## config.mk

```make
export PLATFORM = sky130hd
export DESIGN_NAME = csa_mult_sequencer
export DESIGN_NICKNAME = d
export VERILOG_FILES = /design/src/rtl/csa_mult_sequencer_pkg.sv /design/src/rtl/csa_mult_sequencer_csa_row.sv /design/src/rtl/csa_mult_sequencer.sv
export SDC_FILE = /design/constraint.sdc
export NUM_CORES = 1
export LEC_CHECK = 0
export CAP_MARGIN = 20
export CORE_MARGIN = 2
export CORE_UTILIZATION = 40
export CTS_CLUSTER_SIZE = 30
export DETAILED_ROUTE_END_ITERATION = 7
export GPL_TIMING_DRIVEN = 0
export HOLD_SLACK_MARGIN = 0.1
export PLACE_DENSITY = 0.56
export SETUP_SLACK_MARGIN = 0.4
export SYNTH_ARGS = -nofsm -noshare
export SYNTH_HDL_FRONTEND = slang
export SYNTH_SLANG_ARGS = --single-unit
```

## constraint.sdc

```tcl
create_clock -name clk_i -period 2.9 [get_ports clk_i]
set_input_delay 0.435 -clock clk_i [delete_from_list [all_inputs] [get_ports clk_i]]
set_output_delay 0.435 -clock clk_i [all_outputs]
set_load 0.01 [all_outputs]
```

## src/rtl/csa_mult_sequencer_pkg.sv

```systemverilog
// mult_seq_pkg: shared state encoding and counter sizing for the CSA multiplier sequencer
package mult_seq_pkg;
  typedef enum logic [1:0] {IDLE, ACCUM, RESOLVE, DONE} mseq_state_e;
  function automatic int cnt_w(input int w);
    return (w > 2) ? $clog2(w) : 1;
  endfunction
endpackage

```

## src/rtl/csa_mult_sequencer_csa_row.sv

```systemverilog
// csa_row: 3:2 compressor, one full-adder cell per bit; carry left unshifted
module csa_row #(
  parameter int N = 32
) (
  input  logic [N-1:0] x,
  input  logic [N-1:0] y,
  input  logic [N-1:0] z,
  output logic [N-1:0] s,
  output logic [N-1:0] c
);
  assign s = x ^ y ^ z;
  assign c = (x & y) | (x & z) | (y & z);
endmodule

```

## src/rtl/csa_mult_sequencer.sv

```systemverilog
// csa_mult_sequencer: shift-add unsigned multiplier, one partial product per cycle into a
// carry-save accumulator, resolved by a single final add
module csa_mult_sequencer
  import mult_seq_pkg::*;
#(
  parameter int WIDTH      = 16,
  parameter bit EARLY_TERM = 1'b0
) (
  input  logic               clk_i,
  input  logic               rst_ni,
  input  logic               flush_i,
  input  logic               in_valid_i,
  output logic               in_ready_o,
  input  logic [WIDTH-1:0]   op_a_i,
  input  logic [WIDTH-1:0]   op_b_i,
  output logic               out_valid_o,
  input  logic               out_ready_i,
  output logic [2*WIDTH-1:0] result_o,
  output logic               busy_o
);
  localparam int CW = cnt_w(WIDTH);
  mseq_state_e        r_state;
  logic [WIDTH-1:0]   r_a, r_b;
  logic [2*WIDTH-1:0] r_sum, r_carry, r_result;
  logic [CW-1:0]      r_cnt;
  logic [2*WIDTH-1:0] w_pp, w_s, w_c;
  logic               w_last;
  assign w_pp = r_b[r_cnt] ? ({{WIDTH{1'b0}}, r_a} << r_cnt) : '0;
  // early exit once no set multiplier bits remain above the current one
  assign w_last = (r_cnt == CW'(WIDTH - 1)) ||
                  (EARLY_TERM && ((r_b >> (32'(r_cnt) + 32'd1)) == '0));
  csa_row #(.N(2 * WIDTH)) u_csa (
    .x(r_sum),
    .y(r_carry),
    .z(w_pp),
    .s(w_s),
    .c(w_c)
  );
  always_ff @(posedge clk_i or negedge rst_ni) begin
    if (!rst_ni) begin
      r_state  <= IDLE;
      r_a      <= '0;
      r_b      <= '0;
      r_sum    <= '0;
      r_carry  <= '0;
      r_result <= '0;
      r_cnt    <= '0;
    end else if (flush_i) begin
      r_state <= IDLE;
      r_cnt   <= '0;
    end else begin
      case (r_state)
        IDLE: if (in_valid_i) begin
          r_a     <= op_a_i;
          r_b     <= op_b_i;
          r_sum   <= '0;
          r_carry <= '0;
          r_cnt   <= '0;
          r_state <= ACCUM;
        end
        ACCUM: begin
          r_sum   <= w_s;
          r_carry <= w_c << 1;
          r_cnt   <= r_cnt + 1'b1;
          if (w_last) r_state <= RESOLVE;
        end
        RESOLVE: begin
          r_result <= r_sum + r_carry;
          r_state  <= DONE;
        end
        DONE: if (out_ready_i) r_state <= IDLE;
        default: r_state <= IDLE;
      endcase
    end
  end
  assign in_ready_o  = (r_state == IDLE);
  assign out_valid_o = (r_state == DONE);
  assign busy_o      = (r_state != IDLE);
  assign result_o    = r_result;
endmodule

```

==> out/qor.csv <==
metric,value,unit
hp-class,flop to flop,
fill_cells,2006,
wire_per_inst,17.3,µm
syn-mean-instance-area,9.29,µm²
drt_iter0_markers,367,
synth_edf_count,0,
max-slew-margin-rel,53.6,%
gp_congestion,0.885,
fin_crit,2.79,ns
netlist_instances,946,
die-width,152,µm
h-tree-depth,4,
rsz0062_at_grt,yes,
grt_max_degree,75,
drtAntennaViolNets,0,
crit_top_cell,buf_8,
power_density,804,nW/µm²
end_kind,flop,
clk_pin_slew,0.07,ns
worstSetupStartpointType,flop,
design_area,11100,µm²
top_level_ports,72,
num_vias,7276,
maxCapViolCount,0,
insertion_delay,0.43,ns
p_sw_share,37.8,%
ys_async_sr_fraction,100,%
routed_wl,23400,µm
slowest_delay,0.51,ns
critPathMaxFanout,6,
gr-total-overflow,0,
placementRows,54,
firstDrtPassIters,5,
syn2layout_area_growth,26.2,%
finalHoldViolations,0,
yosys.area.top_type,dfrtp_1,
outcome,completed,
vias_per_cell,5.37,
holdPathStages,2,
grt_pass1_wl,38300,µm
synth_warnings,0,
ys_seq_elements,133,
core,21700,µm²
p_comb_share,43.6,%
fin_nets,1165,
setup_viol_count_final,0,
clock_sinks,133,
power_frac_clock,25.4,%
dieArea,23200,µm²
skew,0.0105,ns
portBuffers,71,
synth_commonest_cells,"133 x dfrtp_1, 112 x nand2_1, 112 x o21ai_0",
internal-power,5.55,mW
layout-drive-gt1-share,16.9,%
fin_util,51.1,%
cp.arrival,3.13,ns
post-dp-hpwl,17600,µm
netlist.area_leader.share,37.9,%
reg2reg_depth,11,
peakVddDrop,0.455,mV
seq_area_frac_synth,37.9,%
synthFlopType,dfrtp_1,
dpl_cell_area,9900,µm²
synth.area.top_cells,"dfrtp_1 38%, fa_1 7.1%, o21ai_0 6.4%, nand3b_1 5.4%, ha_1 5.1%",
cts_tree,built,
numCtsBuffers,17,
antenna_found_initial,0,
cp_slowest_cell,mux4_2,
power_frac_seq,31.0,%
switchingPower,3.37,mW
die_height,152,µm
period_share,96.1,%
track_usage,20.6,%
crit_required,3.24,ns
path_cells,buf_8 > mux4_2 > mux2i_1 > nor2_2 > or2_4 > buf_8 > bufbuf_16 > nand2_2 > fa_2 > nand3b_1 > o21ai_0,
hold_ws,0.472,ns
synth_fp_nets,1050,
clock.fmax,0.359,GHz
p_leak,4.47,nW
maxSlewViolCount,0,
critPathKind,flop to flop,
ys_types,65,
clockRootBuffer,clkbuf_16,
antenna_cells,0,
remaining_drc_errors,0,
tightest_slew,0.696,ns
syn_area,8790,µm²
synth.most_common_cell,dfrtp_1,
grt_pass1_vias,7300,
start_util,40.5,%
clock_path_buffers,2,
-- kinds of logic after synthesis --
| family | count (synthesis) | share of synthesized area, % |
|---|---|---|
| xor gates and xnor gates | 14 | 1.39 |
| DFF | 133 | 37.9 |
| buffers and inverters | 132 | 5.89 |
| adders and majority gates | 67 | 12.2 |
| muxes | 63 | 8.40 |
| and+or+nand+nor | 297 | 17.6 |
| AOI/OAI and AO/OA | 240 | 16.7 |
-- area by class of cell --
class	instances	area (µm²)	share of cell area, %
sequential	133	3330	30.0
inverter	78	297	2.67
tap	280	350	3.16
multi-input combinational	681	5280	47.6
timing repair buffer	96	951	8.57
clock buffer	18	439	3.96
clock inverter	14	173	1.56
buffer	54	273	2.46
-- metal layers --
| layer | track usage (%) | up-vias | share of wire [%] |
|---|---|---|---|
| met5 | 0 | - | 0 |
| met4 | 7.21 | 0 | 1.9 |
| li1 | - | 3561 | - |
| met1 | 27.8 | 3535 | 47 |
| met3 | 3.98 | 28 | 3.5 |
| met2 | 33.2 | 152 | 47 |
-- state kept, by name, indices dropped and copies added (netlist names) --
register and cells:
r_cnt 4, r_b 16, r_state 2, r_sum 32
r_carry 31, r_a 16, result_o 32
-- layout by cell type (no fill, tap or decap), types with 7 or more instances in the layout --
| cell | count |
|---|---|
| buf_2 | 8 |
| clkdlybuf4s50_1 | 70 |
| nor3_1 | 8 |
| ha_1 | 32 |
| clkbuf_2 | 9 |
| o21ai_1 | 26 |
| o211ai_1 | 13 |
| clkbuf_1 | 29 |
| buf_4 | 23 |
| a21o_1 | 12 |
| nand3_1 | 24 |
| nand2_1 | 107 |
| nand4_1 | 7 |
| fa_1 | 24 |
| nor2_1 | 37 |
| clkbuf_16 | 17 |
| and3_1 | 9 |
| mux2_2 | 36 |
| a21oi_2 | 7 |
| o21ai_0 | 82 |
| xnor2_1 | 8 |
| a21oi_1 | 30 |
| nand3b_1 | 63 |
| fa_2 | 7 |
| dfrtp_1 | 132 |
| inv_1 | 75 |
| mux2i_1 | 20 |
-- power by group through the flow --
stage	Combinational (mW)	Clock, mW	Sequential, mW
after global placement	3.45	0	2.78
after global routing	4.28	2.39	2.85
after detailed placement	3.49	0	2.79
after floorplan	2.20	0	2.77
final	3.89	2.27	2.76
after CTS	3.74	2.32	2.76
-- critical path, delay by kind of cell (launching register included) --
kind                       cells  cell delay, ns
muxes                          2            0.71
buffers and inverters          3            0.53
and+or+nand+nor                4            0.53
adders and majority gates      1            0.42
DFF                            1            0.40
AOI/OAI and AO/OA              1            0.09
-- final timing paths --
kind	start	slack (ns)	end
setup / recovery	r_cnt[0]	0.11	r_sum[10]
hold / removal	result_o[0]	0.47	result_o[0]
setup reg to reg	r_cnt[0]	0.11	r_sum[10]
hold reg to reg	result_o[0]	0.47	result_o[0]
max in group asynchronous	rst_ni	1.57	result_o[21]
min in group asynchronous	rst_ni	0.54	r_b[7]
-- per-stage QoR --
stage	TNS (ns)	power (mW)	instances	worst slack (ns)
floorplan	0	4.97	946	0.308
detailed placement	-11.03	6.28	1298	-0.365
global route	0	9.52	1354	0.00509
CTS	0	8.82	1344	0.124
global placement	-575.54	6.23	1297	-4.25
finish	0	8.92	1354	0.114
-- timing repair --
| action | CTS | global route |
|---|---|---|
| buffers inserted | 12 | 10 |
| resized for setup | 59 | 70 |
| pin swaps | 16 | 25 |
| gates cloned | 1 | 0 |
| endpoints found under the hold margin | 59 | 0 |
| hold buffers | 1 | 0 |
| setup endpoints to repair | 75 | 80 |
No activity file was read; power rests on OpenSTA's default activity.
